<file path="src/rtl/hex_display_pkg.sv">
// Shared definitions for the hex display controller: register map, CTRL field
// positions, special glyphs and the double-dabble FSM state type.
package hex_display_pkg;

    localparam logic [1:0] ADDR_VALUE  = 2'd0;
    localparam logic [1:0] ADDR_CTRL   = 2'd1;
    localparam logic [1:0] ADDR_STATUS = 2'd2;
    localparam logic [1:0] ADDR_RSVD   = 2'd3;

    localparam int CTRL_MODE_BIT  = 0;
    localparam int CTRL_LZB_BIT   = 1;
    localparam int CTRL_EN_LSB    = 8;
    localparam int CTRL_BLINK_LSB = 16;

    // Active-low, bit6 = g .. bit0 = a
    localparam logic [6:0] GLYPH_DASH  = 7'h3F;
    localparam logic [6:0] GLYPH_BLANK = 7'h7F;

    typedef enum logic [1:0] {
        ST_IDLE,
        ST_SHIFT,
        ST_DONE
    } dd_state_t;

endpackage

</file>
<file path="src/rtl/seg7_encode.sv">
// Combinational nibble to seven-segment glyph, active-low, bit6 = g .. bit0 = a.
module seg7_encode (
    input  logic [3:0] nibble,
    output logic [6:0] glyph
);

    always_comb begin
        glyph = 7'h7F;
        case (nibble)
            4'h0: glyph = 7'h40;
            4'h1: glyph = 7'h79;
            4'h2: glyph = 7'h24;
            4'h3: glyph = 7'h30;
            4'h4: glyph = 7'h19;
            4'h5: glyph = 7'h12;
            4'h6: glyph = 7'h02;
            4'h7: glyph = 7'h78;
            4'h8: glyph = 7'h00;
            4'h9: glyph = 7'h10;
            4'hA: glyph = 7'h08;
            4'hB: glyph = 7'h03;
            4'hC: glyph = 7'h46;
            4'hD: glyph = 7'h21;
            4'hE: glyph = 7'h06;
            4'hF: glyph = 7'h0E;
            default: glyph = 7'h7F;
        endcase
    end

endmodule

</file>
<file path="src/rtl/hex_display_ctrl.sv">
// Avalon-MM seven-segment controller: hex or double-dabble decimal display with
// leading-zero blanking, per-digit enable/blink and decimal overflow dashes.
module hex_display_ctrl
    import hex_display_pkg::*;
#(
    parameter int NUM_DIGITS = 6,
    parameter int DATA_WIDTH = 24,
    parameter int BLINK_DIV  = 25000000,
    parameter bit ACTIVE_LOW = 1'b1
) (
    input  logic                    clk_clk,
    input  logic                    reset_reset_n,
    input  logic [1:0]              avs_address,
    input  logic                    avs_write,
    input  logic [31:0]             avs_writedata,
    input  logic                    avs_read,
    output logic [31:0]             avs_readdata,
    output logic [7*NUM_DIGITS-1:0] hex_o
);

    localparam int BCD_W = 4 * NUM_DIGITS;
    localparam int CNT_W = $clog2(DATA_WIDTH + 1);
    localparam int BLK_W = (BLINK_DIV > 1) ? $clog2(BLINK_DIV) : 1;

    logic [DATA_WIDTH-1:0] value_q;
    logic                  mode_q, lzb_q, ovf_q;
    logic [NUM_DIGITS-1:0] en_q, blink_q;
    logic [BCD_W-1:0]      nib_q;

    dd_state_t             state_q, state_d;
    logic                  busy, dd_load;
    logic [DATA_WIDTH-1:0] sh_q;
    logic [BCD_W-1:0]      bcd_q, bcd_adj;
    logic                  ovf_acc_q;
    logic [CNT_W-1:0]      cnt_q;

    logic [BLK_W-1:0]      blk_cnt_q;
    logic                  phase_q;

    logic                  wr_value, wr_ctrl, start, abort;
    logic [DATA_WIDTH-1:0] start_value;
    logic [31:0]           rd_mux;
    logic [6:0]            glyph [NUM_DIGITS];
    logic [7*NUM_DIGITS-1:0] hex_d;
    logic                  unused_wd;

    function automatic logic [BCD_W-1:0] hex_nibbles(input logic [DATA_WIDTH-1:0] v);
        logic [BCD_W+DATA_WIDTH-1:0] ext;
        logic [BCD_W-1:0]            r;
        ext = {{BCD_W{1'b0}}, v};
        r   = '0;
        for (int d = 0; d < NUM_DIGITS; d++)
            if (d < DATA_WIDTH / 4) r[4*d +: 4] = ext[4*d +: 4];
        return r;
    endfunction

    function automatic logic [BCD_W-1:0] dd_adjust(input logic [BCD_W-1:0] b);
        logic [BCD_W-1:0] r;
        r = b;
        for (int d = 0; d < NUM_DIGITS; d++)
            if (b[4*d +: 4] >= 4'd5) r[4*d +: 4] = b[4*d +: 4] + 4'd3;
        return r;
    endfunction

    assign unused_wd   = ^avs_writedata;
    assign wr_value    = avs_write && (avs_address == ADDR_VALUE);
    assign wr_ctrl     = avs_write && (avs_address == ADDR_CTRL);
    assign start       = (wr_value && mode_q) || (wr_ctrl && avs_writedata[CTRL_MODE_BIT]);
    assign abort       = wr_ctrl && !avs_writedata[CTRL_MODE_BIT];
    assign start_value = wr_value ? avs_writedata[DATA_WIDTH-1:0] : value_q;
    assign bcd_adj     = dd_adjust(bcd_q);

    always_ff @(posedge clk_clk or negedge reset_reset_n) begin
        if (!reset_reset_n) state_q <= ST_IDLE;
        else                state_q <= state_d;
    end

    // A new start always wins, so a restart never exposes a partial result
    always_comb begin
        state_d = state_q;
        if (start)      state_d = ST_SHIFT;
        else if (abort) state_d = ST_IDLE;
        else begin
            case (state_q)
                ST_SHIFT: if (cnt_q == CNT_W'(DATA_WIDTH - 1)) state_d = ST_DONE;
                ST_DONE:  state_d = ST_IDLE;
                default:  state_d = ST_IDLE;
            endcase
        end
    end

    always_comb begin
        busy    = (state_q != ST_IDLE);
        dd_load = (state_q == ST_DONE) && !start && !abort;
    end

    always_ff @(posedge clk_clk or negedge reset_reset_n) begin
        if (!reset_reset_n) begin
            sh_q      <= '0;
            bcd_q     <= '0;
            ovf_acc_q <= 1'b0;
            cnt_q     <= '0;
        end else if (start) begin
            sh_q      <= start_value;
            bcd_q     <= '0;
            ovf_acc_q <= 1'b0;
            cnt_q     <= '0;
        end else if (state_q == ST_SHIFT) begin
            {bcd_q, sh_q} <= {bcd_adj[BCD_W-2:0], sh_q, 1'b0};
            ovf_acc_q     <= ovf_acc_q | bcd_adj[BCD_W-1];
            cnt_q         <= cnt_q + CNT_W'(1);
        end
    end

    always_ff @(posedge clk_clk or negedge reset_reset_n) begin
        if (!reset_reset_n) begin
            value_q <= '0;
            mode_q  <= 1'b0;
            lzb_q   <= 1'b0;
            en_q    <= '1;
            blink_q <= '0;
            ovf_q   <= 1'b0;
            nib_q   <= '0;
        end else begin
            if (wr_value) value_q <= avs_writedata[DATA_WIDTH-1:0];
            if (wr_ctrl) begin
                mode_q  <= avs_writedata[CTRL_MODE_BIT];
                lzb_q   <= avs_writedata[CTRL_LZB_BIT];
                en_q    <= avs_writedata[CTRL_EN_LSB +: NUM_DIGITS];
                blink_q <= avs_writedata[CTRL_BLINK_LSB +: NUM_DIGITS];
            end
            if (wr_value && !mode_q) begin
                nib_q <= hex_nibbles(avs_writedata[DATA_WIDTH-1:0]);
            end else if (abort) begin
                nib_q <= hex_nibbles(value_q);
                ovf_q <= 1'b0;
            end else if (dd_load) begin
                nib_q <= bcd_q;
                ovf_q <= ovf_acc_q;
            end
        end
    end

    // Free-running blink timebase, untouched by register writes
    always_ff @(posedge clk_clk or negedge reset_reset_n) begin
        if (!reset_reset_n) begin
            blk_cnt_q <= '0;
            phase_q   <= 1'b1;
        end else if (blk_cnt_q == BLK_W'(BLINK_DIV - 1)) begin
            blk_cnt_q <= '0;
            phase_q   <= ~phase_q;
        end else begin
            blk_cnt_q <= blk_cnt_q + BLK_W'(1);
        end
    end

    always_comb begin
        rd_mux = '0;
        case (avs_address)
            ADDR_VALUE: rd_mux[DATA_WIDTH-1:0] = value_q;
            ADDR_CTRL: begin
                rd_mux[CTRL_MODE_BIT]                 = mode_q;
                rd_mux[CTRL_LZB_BIT]                  = lzb_q;
                rd_mux[CTRL_EN_LSB +: NUM_DIGITS]     = en_q;
                rd_mux[CTRL_BLINK_LSB +: NUM_DIGITS]  = blink_q;
            end
            ADDR_STATUS: rd_mux[1:0] = {ovf_q, busy};
            default: rd_mux = '0;
        endcase
    end

    always_ff @(posedge clk_clk or negedge reset_reset_n) begin
        if (!reset_reset_n)  avs_readdata <= '0;
        else if (avs_read)   avs_readdata <= rd_mux;
    end

    for (genvar gi = 0; gi < NUM_DIGITS; gi++) begin : g_enc
        seg7_encode u_enc (
            .nibble (nib_q[4*gi +: 4]),
            .glyph  (glyph[gi])
        );
    end

    // Leading-zero run is tracked from the top digit down, including the digit itself
    always_comb begin
        logic       zero_run;
        logic [6:0] g;
        hex_d    = '0;
        zero_run = 1'b1;
        g        = GLYPH_BLANK;
        for (int d = NUM_DIGITS - 1; d >= 0; d--) begin
            zero_run = zero_run && (nib_q[4*d +: 4] == 4'h0);
            if (!en_q[d])                        g = GLYPH_BLANK;
            else if (blink_q[d] && !phase_q)     g = GLYPH_BLANK;
            else if (ovf_q && mode_q)            g = GLYPH_DASH;
            else if (lzb_q && zero_run && d != 0) g = GLYPH_BLANK;
            else                                 g = glyph[d];
            hex_d[7*d +: 7] = ACTIVE_LOW ? g : ~g;
        end
    end

    always_ff @(posedge clk_clk or negedge reset_reset_n) begin
        if (!reset_reset_n) hex_o <= {(7*NUM_DIGITS){ACTIVE_LOW}};
        else                hex_o <= hex_d;
    end

endmodule

</file>
<file path="config.mk">
export PLATFORM = sky130hd
export DESIGN_NAME = hex_display_ctrl
export DESIGN_NICKNAME = d
export VERILOG_FILES = /design/src/rtl/hex_display_pkg.sv /design/src/rtl/seg7_encode.sv /design/src/rtl/hex_display_ctrl.sv
export SDC_FILE = /design/constraint.sdc
export NUM_CORES = 1
export LEC_CHECK = 0
export ABC_AREA = 1
export CAP_MARGIN = 20
export CORE_UTILIZATION = 60
export DETAILED_ROUTE_END_ITERATION = 10
export PLACE_DENSITY_LB_ADDON = 0.25
export SLEW_MARGIN = 15
export SYNTH_ARGS = -nofsm -noshare
export SYNTH_HDL_FRONTEND = slang
export SYNTH_SLANG_ARGS = --single-unit
export TNS_END_PERCENT = 1
</file>
<file path="constraint.sdc">
create_clock -name clk_clk -period 4.6 [get_ports clk_clk]
set_input_delay 0.92 -clock clk_clk [delete_from_list [all_inputs] [get_ports clk_clk]]
set_output_delay 0.92 -clock clk_clk [all_outputs]
set_load 0.005 [all_outputs]
</file>
Yosys cells after proc, flatten, opt, wreduce, memory -nomap -nowiden:

Memories as Yosys holds them, arrays and structs flattened.
Index checks and enable logic that the tools add are counted.

* bits in registers: 211
* ROM bits: 672
* output and inout bits: 74
* memories: 6

Memories
* (no name shown): depth 16, width 7, read ports 1, clocked after Yosys merged registers in 0, wr ports 0, RTL line seg7_encode.sv:9 `case (nibble)`
* (no name shown): depth 16, width 7, read ports 1, clocked after Yosys merged registers in 0, wr ports 0, RTL line seg7_encode.sv:9
* (no name shown): depth 16, width 7, read ports 1, clocked after Yosys merged registers in 0, wr ports 0, RTL line seg7_encode.sv:9
* (no name shown): depth 16, width 7, read ports 1, clocked after Yosys merged registers in 0, wr ports 0, RTL line seg7_encode.sv:9
* (no name shown): depth 16, width 7, read ports 1, clocked after Yosys merged registers in 0, wr ports 0, RTL line seg7_encode.sv:9
* (no name shown): depth 16, width 7, read ports 1, clocked after Yosys merged registers in 0, wr ports 0, RTL line seg7_encode.sv:9

* add/subtract/negate cells: 8
* magnitude comparators: 6
* eq/ne operators: 7
* muxes and demuxes: 54
* bitwise operators: 3
* reduce and logical (&&, ||, !) cells: 41

Operator list (count)
* 2-to-1 mux 24 bit: 8
* 2-to-1 mux 7 bit: 23
* adder 25 x 1 -> 25 bit, second input constant: 1
* equality test 25 bit, second input constant: 1
* 2-to-1 mux 25 bit: 1
* adder 4 x 2 -> 4 bit, second input constant: 6
* >= comparator 4 x 3 -> 1 bit, second input constant: 6
* logical AND 1 bit: 24
* 2-to-1 mux 4 bit: 6
* case mux 6 bit (2 select lines): 2
* zero test 4 bit: 5
* 2-to-1 mux 2 bit: 6
* 2-to-1 mux 5 bit: 2
* 2-to-1 mux 6 bit: 1
* case mux 2 bit (3 select lines): 1
* nonzero test 2 bit: 3
* adder 5 x 1 -> 5 bit, second input constant: 1
* equality test 5 bit, second input constant: 1
* zero test 1 bit: 5
* equality test 2 x 1 -> 1 bit, second input constant: 2
* equality test 2 bit, second input constant: 2
* 2-to-1 mux 1 bit: 4
* inequality test 4 bit, second input constant: 1
* nonzero test 3 bit: 1
* other kinds (5): 6

Longest topological paths before layout:

Gate-level depths: netlist of run 1.

* word-level depth: 10
* mapped depth: 11
* gate-level depth less buffers: 10

Modules after synthesis:

Synthesis of run 1 repeated with hierarchy kept, for this count alone.

* cell total of the unflattened synthesis: 1542
* area total of the unflattened synthesis: 11765.0 um^2

Modules (own cells, without submodules)
* hex_display_ctrl: instances 1, cells an instance 1248, area each 10109.7 um^2, sequential area each 5341.4 um^2
* seg7_encode at g_enc[2].u_enc ...: instances 3, cells an instance 49, area each 277.8 um^2, sequential area each 0.0 um^2
* seg7_encode at g_enc[0].u_enc ...: instances 3, cells an instance 49, area each 274.0 um^2, sequential area each 0.0 um^2

Worst setup path before layout of run 1:

OpenSTA, ideal clock, no wires.

* path type: in2reg
* start: input port avs_write
* end: register sh_q[5]
* library setup time: 0.124 ns
* data arrival time: 1.848 ns
* required time: 4.476 ns
* path slack: 2.628 ns
* stages on the path: 10
* path buffers: 3
* path through: buf_2 -> nand4_2 -> nand2_1 -> inv_2 -> nand2_1 -> buf_6 -> inv_2 -> buf_6 -> nand2_1 -> nand3_1

* longest elaborated chain between the ends: 4
* elaborated cells between the ends (all ways): 8
* classes of those cells: mux (2); reduce/logical (6)

Ends and longest elaborated chain
* start, declared: RTL line hex_display_ctrl.sv:14 `input logic avs_write,`
* logical AND 1 bit (on tied branches): RTL line hex_display_ctrl.sv:66, hex_display_ctrl.sv:67
* logical AND 1 bit: RTL line hex_display_ctrl.sv:68 `assign start = (wr_value && mode_q) || (wr_ctrl && avs_writedata[CTRL_MODE_BIT]);`
* logical OR 1 bit: RTL line hex_display_ctrl.sv:68
* 2-to-1 mux 24 bit / nonzero test 2 bit (equally long branches)
* end signal, assigned: RTL line hex_display_ctrl.sv:104 `sh_q <= start_value;`
* end signal, assigned: RTL line hex_display_ctrl.sv:109 `{bcd_q, sh_q} <= {bcd_adj[BCD_W-2:0], sh_q, 1'b0};`
* end, declared: RTL line hex_display_ctrl.sv:32 `logic [DATA_WIDTH-1:0] sh_q;`

Several ways; a longest one is shown, not always the timed one.
A chain may end at the register's enable or synchronous reset.

Worst setup path after layout of run 1:

* start: input port avs_address[1]
* end: register nib_q[19]

* longest elaborated chain between the ends: 8
* elaborated cells between the ends (all ways): 16
* classes of those cells: eq/ne (1); mux (2); reduce/logical (13)

Ends and longest elaborated chain
* start, declared: RTL line hex_display_ctrl.sv:13 `input logic [1:0] avs_address,`
* equality test 2 x 1 -> 1 bit / zero test 2 bit (equally long branches): RTL line hex_display_ctrl.sv:67, hex_display_ctrl.sv:66
* logical AND 1 bit (on tied branches): RTL line hex_display_ctrl.sv:67, hex_display_ctrl.sv:66
* logical AND 1 bit: RTL line hex_display_ctrl.sv:68
* logical OR 1 bit: RTL line hex_display_ctrl.sv:68
* zero test 1 bit: RTL line hex_display_ctrl.sv:94 `dd_load = (state_q == ST_DONE) && !start && !abort;`
* logical AND 1 bit (2 in series): RTL line hex_display_ctrl.sv:94
* nonzero test 3 bit (no source line)
* end signal, assigned: RTL line hex_display_ctrl.sv:133 `nib_q <= hex_nibbles(avs_writedata[DATA_WIDTH-1:0]);`
* end signal, assigned: RTL line hex_display_ctrl.sv:135 `nib_q <= hex_nibbles(value_q);`
* end signal, assigned: RTL line hex_display_ctrl.sv:138 `nib_q <= bcd_q;`
* end, declared: RTL line hex_display_ctrl.sv:28 `logic [BCD_W-1:0] nib_q;`

Several ways; a longest one is shown, not always the timed one.

==> results of run 1 <==
==> stage by stage <==
step,setup slack (ps),hold WS (ps)
after CTS,1790,468
after global placement,1340,449
after global routing,1620,497
final,1710,467
after floorplan,2630,433
after detailed placement,1310,460
==> power groups by stage <==
stage / registers (W) / logic [W] / clock network [W]
global placement: 0.00272 / 0.00189 / 0
CTS: 0.00271 / 0.00198 / 0.00190
detailed placement: 0.00274 / 0.00195 / 0
global route: 0.00277 / 0.00226 / 0.00197
floorplan: 0.00258 / 0.00140 / 0
finish: 0.00272 / 0.00199 / 0.00188
==> how the worst max path moves through the flow <==
| stage | cells past startpoint | from | slack [ps] | endpoint |
|---|---|---|---|---|
| floorplan | 10 | avs_write | 2630 | sh_q[5] |
| global placement | 8 | avs_address[1] | 1340 | nib_q[19] |
| detailed placement | 8 | avs_address[1] | 1310 | nib_q[19] |
| CTS | 8 | avs_address[1] | 1790 | nib_q[19] |
| global route | 8 | avs_address[0] | 1620 | nib_q[19] |
| finish | 8 | avs_address[1] | 1710 | nib_q[19] |
==> logic make-up after synthesis <==
logic type                 after synthesis  share of synthesized area, %
other                                    1                        0.0328
adders and majority gates               47                          5.15
and+or+nand+nor                        768                          28.2
AOI/OAI and AO/OA                      205                          9.77
xor gates and xnor gates                17                          1.30
buffers and inverters                  235                          8.84
DFF                                    211                          46.8
==> metal layers <==
layer / GRT usage [%] / up-vias
met5: 0 / -
li1: - / 4885
met2: 53.1 / 424
met3: 3.86 / 84
met1: 41.1 / 4813
met4: 15.6 / 0
==> registers in the layout, indices dropped and copies added, names as in the netlist <==
| signal | count |
|---|---|
| hex_o | 42 |
| sh_q | 24 |
| value_q | 24 |
| bcd_q | 24 |
| ovf_q | 1 |
| ovf_acc_q | 1 |
| blk_cnt_q | 25 |
| cnt_q | 5 |
| avs_readdata | 24 |
| nib_q | 24 |
| mode_q | 1 |
| blink_q | 6 |
| state_q | 2 |
| en_q | 6 |
| phase_q | 1 |
| lzb_q | 1 |
==> worst max-delay path: stages <==
cell	delay, ps
clkdlybuf4s50_1	540
nor2_4	420
nand3_2	140
nand3_2	340
nand3_1	460
inv_2	330
nand2_1	120
nand2_1	70
==> placed cells by master, fill, tap and decap left out, types with 4 or more instances in the layout <==
| cell | netlist | final |
|---|---|---|
| dfrtp_1 | 162 | 162 |
| inv_2 | 12 | 12 |
| nand4_1 | 32 | 32 |
| dfstp_2 | 49 | 49 |
| clkinv_2 | 0 | 4 |
| a21oi_1 | 41 | 41 |
| conb_1 | 1 | 8 |
| nand2_1 | 468 | 468 |
| o22ai_1 | 18 | 18 |
| xor2_1 | 16 | 16 |
| buf_4 | 14 | 10 |
| clkbuf_16 | 0 | 23 |
| ha_1 | 47 | 47 |
| inv_1 | 154 | 154 |
| a31oi_1 | 6 | 6 |
| o21ai_0 | 85 | 85 |
| nor2_1 | 113 | 113 |
| clkdlybuf4s50_1 | 0 | 94 |
| clkbuf_1 | 24 | 4 |
| clkbuf_8 | 0 | 5 |
| o21ai_1 | 33 | 33 |
| o31ai_1 | 7 | 7 |
| o211ai_1 | 6 | 6 |
| nor3_1 | 8 | 8 |
| nand3_1 | 130 | 130 |
| or2_2 | 5 | 5 |
==> Yosys cell counts (2+ instances only) <==
cell	instances	area, um2
o2111ai_1	3	26.3
o31ai_1	7	52.6
dfstp_2	49	1290
nor3_1	8	40.0
buf_1	2	7.51
nand3_2	3	30.0
o22ai_1	18	113
a31oi_1	6	37.5
buf_2	22	110
buf_6	6	67.6
o21ai_1	33	165
xor2_1	16	140
ha_1	47	588
a21boi_0	2	15.0
o211ai_1	6	45.0
dfrtp_1	162	4050
nand2_1	468	1760
nand4_1	32	200
nor2_1	113	424
or2_2	5	31.3
o21ai_0	85	425
buf_4	14	105
clkbuf_1	24	90.1
a21oi_1	41	205
inv_2	12	45.0
nor2_4	3	33.8
nand3_1	130	651
inv_1	154	578
==> final cells by class <==
type / instances / area share [%]
inverter: 167 / 4.77
clock buffer: 31 / 4.90
sequential: 211 / 40.5
multi-input combinational: 1045 / 38.7
tap: 234 / 2.22
timing repair buffer: 106 / 7.96
clock inverter: 9 / 0.930
==> metrics.yaml, run 1 <==
setup_path:
  required_ps: 5050
  critPathMaxFanout: 16
  ff2ff_setup_slack_ps: 2450
  rr_startpoint: "mode_q"
  r2r_end: "hex_o[8]"
  end_kind: "flip-flop"
  rr_worst_depth: 6
  path_class: "in -> reg"
  worst_ep_arrival_time_ps: 3340
  startpoint_type: "input port"
clocking:
  htree_num_levels: 1
  clk_pin_slew_worst_paths_ps: 60
  cts_root_buf: "clkbuf_16"
  clockBufferDepth: 3
  cts_tree: "built"
  cts_setup_buffers: 0
  cts_resized: 0
  insertion_delay_ps: 510
  cts.sinks: 211
  cts-buffers-inserted: 23
  cts_hold_buffers: 0
sta:
  clock_skew_ps: 9.44
  fin_crit_sh_pct: 62.8
  fin_crit_ps: 2890
  hold_viol_final: 0
  slew_headroom_pct: 35.1
  finalMaxSlewViolations: 0
  setup-violations-final: 0
  setup_tns_ps: 0
  tightest_slew_ps: 973
  rsz0062_at_grt: "false"
  fmax_ghz: 0.346
detailed_routing:
  num_vias: 10200
  drt-pass1-iter-count: 9
  routed_via_density: 5.66
  drtAntennaViolNets: 0
  wirelength_mm: 30.7
  first_iter_violations: 1103
  wl_met1_mm: 12.5
  routed.top_layer: "met4"
  routedWlPerCell_um: 17.0
  wl_met2_mm: 14.7
  drc_errors: 1
  wl_met3_mm: 2.08
floorplanning:
  core_area_um2: 18700
  start_util_pct: 61.1
  die_y_um: 140
  rows: 50
  ios: 112
  dieArea_um2: 19600
  die_x_um: 140
pwr:
  p_seq_share_pct: 41.2
  power.density_nw_per_um2: 500
  power_frac_clock_pct: 28.5
  switching_share_pct: 35.2
  peakVddDrop_v: 0.000395
  pwr-share-comb_pct: 30.3
  p_leak_nw: 6.31
  p_int_w: 0.00427
  total_power_w: 0.00659
  power_switching_w: 0.00232
synthesis:
  async_reset_ff_share_pct: 100
  synth.distinct_cells: 41
  synth_flop_cell: "dfrtp_1"
  ys_seq_area_share_pct: 46.8
  synth_area_um2: 11400
  yosys_warnings: 0
  syn_inst: 1484
  synth_edf_count: 0
  post_synth.cell_area_avg_um2: 7.70
  ys_ff_latch: 211
place:
  port_buffers: 95
  placed_cells: 1763
  detailed_place_hpwl_mm: 21.8
  place_area_um2: 12400
  gp_congestion: 0.911
final_layout:
  regArea_um2: 5340
  nFillCells: 1497
  antennaDiodeCount: 0
  multiInputGateArea_um2: 5100
  fin_cells: 1803
  area_delta_synth_final_pct: 15.4
  final_nets: 1639
  drive_gt1_share_pct: 7.90
  fin_area_um2: 13200
  utilization_pct: 70.5
global_route:
  grt_pass1_vias: 9710
  gr-total-overflow: 0
  grt_pass1_wl_mm: 48.9
  track_usage_pct: 31.7
  antenna_found_initial: 0
  grt_max_degree: 117
outcome:
  status: "complete, but fails checks"
  violations: "DRC"
hold_path:
  holdCritStartpoint: "cnt_q[3]"
  hold_path_class: "reg -> reg"
  hold_path_depth: 1
  worstHoldEndpoint: "cnt_q[3]"
run:
  cap_viol_max_count: 0
No activity file was read; power rests on OpenSTA's default activity.
==> run 2, diff against run 1 <==
CORE_UTILIZATION = 58   (was 60)
clock period = 2.9 ns   (was 4.6 ns; I/O delays follow)
==> run 2 against run 1 <==
Net effect: the run now ends clean; combinational power is 59% higher; sequential cell count stayed put; critical endpoint is now nib_q[14]; register-to-register slack worse by 1600 ps; largest cell class unchanged; critical path type unchanged; cell count is 2.3% higher; die area is 3.4% higher; clock power is 66% higher; critical path depth is 1 higher; worst hold slack worse by 320 ps; global-route usage is 0.68 points lower; clock-buffer cell count is 2 higher; routed wire length is 1.5% lower; design area is 1.4% higher.
==> metrics.yaml, run 2 (synthesis results as in run 1) <==
sta:
  setup_tns_ps: 0
  clock_skew_ps: 20.4
  fin_crit_sh_pct: 75.2
  hold_viol_final: 0
  holdWs_ps: 151
  fin_crit_ps: 2180
  rsz0062_at_grt: "false"
  tightest_slew_ps: 818
  slew_headroom_pct: 45.4
  finalMaxSlewViolations: 0
  fmax_ghz: 0.458
  setup-violations-final: 0
clocking:
  cts_tree: "built"
  cts-buffers-inserted: 24
  cts.sinks: 211
  cts_setup_buffers: 0
  htree_num_levels: 1
  insertion_delay_ps: 520
  cts_root_buf: "clkbuf_16"
  clk_pin_slew_worst_paths_ps: 70
  cts_resized: 0
  cts_hold_buffers: 0
  clockBufferDepth: 3
detailed_routing:
  wirelength_mm: 30.2
  drt-pass1-iter-count: 5
  num_vias: 10300
  routed_via_density: 5.56
  drtAntennaViolNets: 0
  first_iter_violations: 879
  routedWlPerCell_um: 16.4
  drc_errors: 0
global_route:
  grt_pass1_wl_mm: 49.0
  track_usage_pct: 31.0
  gr-usage-met2_pct: 51.5
  grt_max_degree: 91
  use_met1_pct: 40.5
  gr-total-overflow: 0
  antenna_found_initial: 0
  use_met3_pct: 4.37
  grt_pass1_vias: 9781
  gr-max-usage-layer: "met2"
final_layout:
  reg.largest.list: "hex_o x42, blk_cnt_q x25"
  final_nets: 1652
  area_delta_synth_final_pct: 17.0
  fin_area_um2: 13400
  antennaDiodeCount: 0
  fin_cells: 1844
  final_common_cell: "nand2_1"
  largest_reg_flops: 42
  nFillCells: 1556
  final_cell_mix: "468 x nand2_1, 162 x dfrtp_1, 154 x inv_1, 130 x nand3_1, 113 x nor2_1"
  regMostFlops: "hex_o"
  drive_gt1_share_pct: 8.96
setup_path:
  critPathMaxFanout: 24
  path_class: "in -> reg"
  startpoint_type: "input port"
  worst_ep_arrival_time_ps: 2640
  end_kind: "flip-flop"
  required_ps: 3360
floorplanning:
  die_x_um: 142
  dieArea_um2: 20300
  die_y_um: 142
  start_util_pct: 60.1
  core_area_um2: 19000
  ios: 112
  rows: 50
hold_path:
  hold_path_class: "in -> async"
place:
  placed_cells: 1801
  port_buffers: 95
  place_area_um2: 12500
  gp_congestion: 0.943
  detailed_place_hpwl_mm: 22.0
run:
  cap_viol_max_count: 0
pwr:
  p_leak_nw: 6.40
  power.density_nw_per_um2: 791
  peakVddDrop_v: 0.000641
outcome:
  status: "finished, final reports clean"
-- run 2: cell count changes in the layout (fill, tap and decap cells not counted), moves of 2 or more --
cell | previous run | this run
clkbuf_16 | 23 | 25
clkinv_2 | 4 | 6
buf_4 | 10 | 21
clkbuf_1 | 4 | 2
clkbuf_8 | 5 | 7
-- run 2: layer usage --
| layer | vias up | routed length (um) |
|---|---|---|
| met2 | 404 | 14200 |
| met3 | 97 | 2030 |
| met1 | 4838 | 12600 |
| met5 | - | 0 |
| li1 | 4919 | - |
| met4 | 0 | 1410 |
-- run 2: metrics by stage --
step                      util [%]  setup slack (ps)  power [W]
final                         70.3               718     0.0106
after global routing          70.3               590     0.0112
after CTS                     70.3               719     0.0106
after floorplan                  -              1270    0.00630
after global placement        66.0               334    0.00731
after detailed placement      66.0               270    0.00743
-- run 2: area by class of cell --
type                       count  area [um2]  area share, %
multi-input combinational   1045        5100           38.1
sequential                   211        5340           39.9
inverter                     167         629           4.71
clock inverter                10         106          0.795
tap                          260         325           2.43
clock buffer                  33         716           5.35
timing repair buffer         118        1150           8.62
-- run 2: final timing paths --
| path | slack (ps) | end | cells past startpoint | start |
|---|---|---|---|---|
| max | 720 | nib_q[14] | 9 | avs_write |
| min | 150 | lzb_q | 1 | reset_reset_n |
| max reg2reg | 830 | hex_o[13] | 10 | nib_q[21] |
| min reg2reg | 470 | cnt_q[4] | 1 | cnt_q[4] |
| max in group asynchronous | 1910 | phase_q | 2 | reset_reset_n |
| min in group clk_clk | 470 | cnt_q[4] | 1 | cnt_q[4] |
-- run 2: critical path: stages --
cell and delay [ps]:
clkdlybuf4s50_1 760, nand2_1 190, inv_4 170, nand2_4 170, inv_2 380, nand2_1 100
nand2_1 90, nand2_1 100, nand2_1 90
-- run 2: report_power, final --
part | total (W) | internal (W) | switching [W]
Combinational | 0.00317 | 0.00128 | 0.00189
Clock | 0.00312 | 0.00190 | 0.00122
Sequential | 0.00430 | 0.00370 | 0.000601
Total | 0.0106 | 0.00687 | 0.00371
==> run 3, diff against run 2 <==
CORE_UTILIZATION = 52   (was 58)
clock period = 1.9 ns   (was 2.9 ns; I/O delays follow)
==> run 3 against run 2 <==
Net effect: sequential power rose by 49%; clock power grew 47%; global-route usage is 3.0 points lower; design area increased by 3.6%; worst hold slack gained 170 ps; die area up 11%; critical path depth is 8 lower; first-iteration DRC count down 6.4%; sequential share of layout area fell by 1.4 points; combinational power grew 62%; critical path type is now reg -> out; largest power group unchanged; highest routed layer unchanged.
==> metrics.yaml, run 3 (synthesis results as in run 1) <==
final_layout:
  fin_area_um2: 13900
  antennaDiodeCount: 0
  regMostFlops: "hex_o"
  nFillCells: 1803
  largest_reg_flops: 42
  final_common_cell: "nand2_1"
  reg.largest.list: "hex_o x42, blk_cnt_q x25"
  fin_cells: 1921
  final_cell_mix: "468 x nand2_1, 162 x dfrtp_1, 154 x inv_1, 130 x nand3_1, 113 x nor2_1"
  drive_gt1_share_pct: 12.0
  final_nets: 1713
  area_delta_synth_final_pct: 21.3
detailed_routing:
  drt-pass1-iter-count: 5
  routed_via_density: 5.41
  first_iter_violations: 823
  drc_errors: 0
  drtAntennaViolNets: 0
  routedWlPerCell_um: 15.8
  num_vias: 10400
  wirelength_mm: 30.4
floorplanning:
  die_y_um: 150
  dieArea_um2: 22600
  rows: 53
  start_util_pct: 53.7
  core_area_um2: 21300
  ios: 112
  die_x_um: 150
sta:
  clock_skew_ps: 36.5
  fin_crit_ps: 1810
  setup-violations-final: 0
  tightest_slew_ps: 800
  finalMaxSlewViolations: 0
  fin_crit_sh_pct: 95.3
  setup_tns_ps: 0
  rsz0062_at_grt: "true"
  slew_headroom_pct: 46.6
  fmax_ghz: 0.552
  hold_viol_final: 0
run:
  cap_viol_max_count: 0
global_route:
  gr-total-overflow: 0
  grt_pass1_wl_mm: 49.6
  antenna_found_initial: 0
  grt_pass1_vias: 9781
  track_usage_pct: 28.1
  grt_max_degree: 54
place:
  detailed_place_hpwl_mm: 22.8
  port_buffers: 95
  place_area_um2: 13100
  gp_congestion: 0.955
  placed_cells: 1876
setup_path:
  slowest_stage: "clkdlybuf4s50_1"
  worst_ep_arrival_time_ps: 1430
  cp.buffers_inverters: 1
  slowest_delay_ps: 510
  end_kind: "output pin"
  critPathMaxFanout: 2
  cp_top_family: "buffers and inverters"
  path_class: "reg -> out"
  required_ps: 1520
  crit_chain: "clkdlybuf4s50_1"
  startpoint_type: "flip-flop"
clocking:
  cts_root_buf: "clkbuf_16"
  htree_num_levels: 1
  cts.sinks: 211
  cts-buffers-inserted: 24
  clockBufferDepth: 3
  insertion_delay_ps: 540
  cts_tree: "built"
  clk_pin_slew_worst_paths_ps: 60
  cts_setup_buffers: 0
pwr:
  power.density_nw_per_um2: 1160
  peakVddDrop_v: 0.000628
  p_leak_nw: 6.66
outcome:
  status: "finished, final reports clean"
hold_path:
  hold_path_class: "in -> async"
## run 3: cell count changes in the layout (fill, tap and decap cells not counted), moves of 3 or more
cell / before / now
buf_4: 21 / 75
clkdlybuf4s50_1: 94 / 52
dlygate4sd2_1: 0 / 40
buf_12: 2 / 8
clkbuf_1: 2 / 7
clkinv_2: 6 / 3
## run 3: report_power, final
group / switching (W) / internal, W / total, W
Sequential: 0.000768 / 0.00565 / 0.00641
Clock: 0.00184 / 0.00275 / 0.00459
Combinational: 0.00310 / 0.00202 / 0.00512
## run 3: what timing repair did
action | in CTS | in global routing
setup endpoints to repair | 40 | 3
hold buffers | 1 | 0
hold endpoints to repair | 26 | 0
resized for setup | 40 | 2
## run 3: area by class of cell
class / count / area (um2) / area share (%)
Multi-Input combinational cell: 1045 / 5100 / 36.8
Tap cell: 275 / 344 / 2.48
Sequential cell: 211 / 5340 / 38.6
Inverter: 167 / 629 / 4.54
Timing Repair Buffer: 179 / 1640 / 11.9
Clock buffer: 38 / 723 / 5.22
Clock inverter: 6 / 72.6 / 0.524
## run 3: final timing paths
| kind | from | endpoint | slack (ps) | depth (start not counted) |
|---|---|---|---|---|
| worst max-delay path | avs_readdata[8] | avs_readdata[8] | 90 | 1 |
| worst min-delay path | reset_reset_n | avs_readdata[17] | 320 | 2 |
| worst max register to register | nib_q[20] | hex_o[13] | 120 | 10 |
| worst min register to register | cnt_q[3] | cnt_q[3] | 470 | 1 |
| max in group asynchronous | reset_reset_n | en_q[3] | 900 | 3 |
| min in group clk_clk | cnt_q[3] | cnt_q[3] | 470 | 1 |
## run 3: metal layers
| metal | vias up | track usage, % | routed length, um | part of all wire (%) |
|---|---|---|---|---|
| met4 | 0 | 12.0 | 1290 | 4.2 |
| met5 | - | 0 | 0 | 0 |
| met3 | 74 | 3.67 | 2020 | 6.6 |
| met2 | 425 | 45.8 | 14200 | 47 |
| li1 | 5056 | - | - | - |
| met1 | 4840 | 37.6 | 12900 | 43 |
## run 3: metrics by stage
stage	utilization (%)	hold WS (ps)	worst slack (ps)	total power (W)
6_report	65.1	322	88.7	0.0161
5_1_grt	65.1	345	-2.71	0.0173
4_1_cts	65.1	316	0.220	0.0162
3_5_place_dp	61.5	306	-310	0.0117
3_3_place_gp	61.5	299	-239	0.0115
2_1_floorplan	-	84.4	344	0.00962
## run 3: worst reg2reg max path, delay by kind of cell, from the launching register on
family / cells / cell delay [ps]
adder cells (fa/ha/maj): 1 / 200
buffers and inverters: 2 / 170
flip-flops: 1 / 370
AND/OR/NAND/NOR: 7 / 980
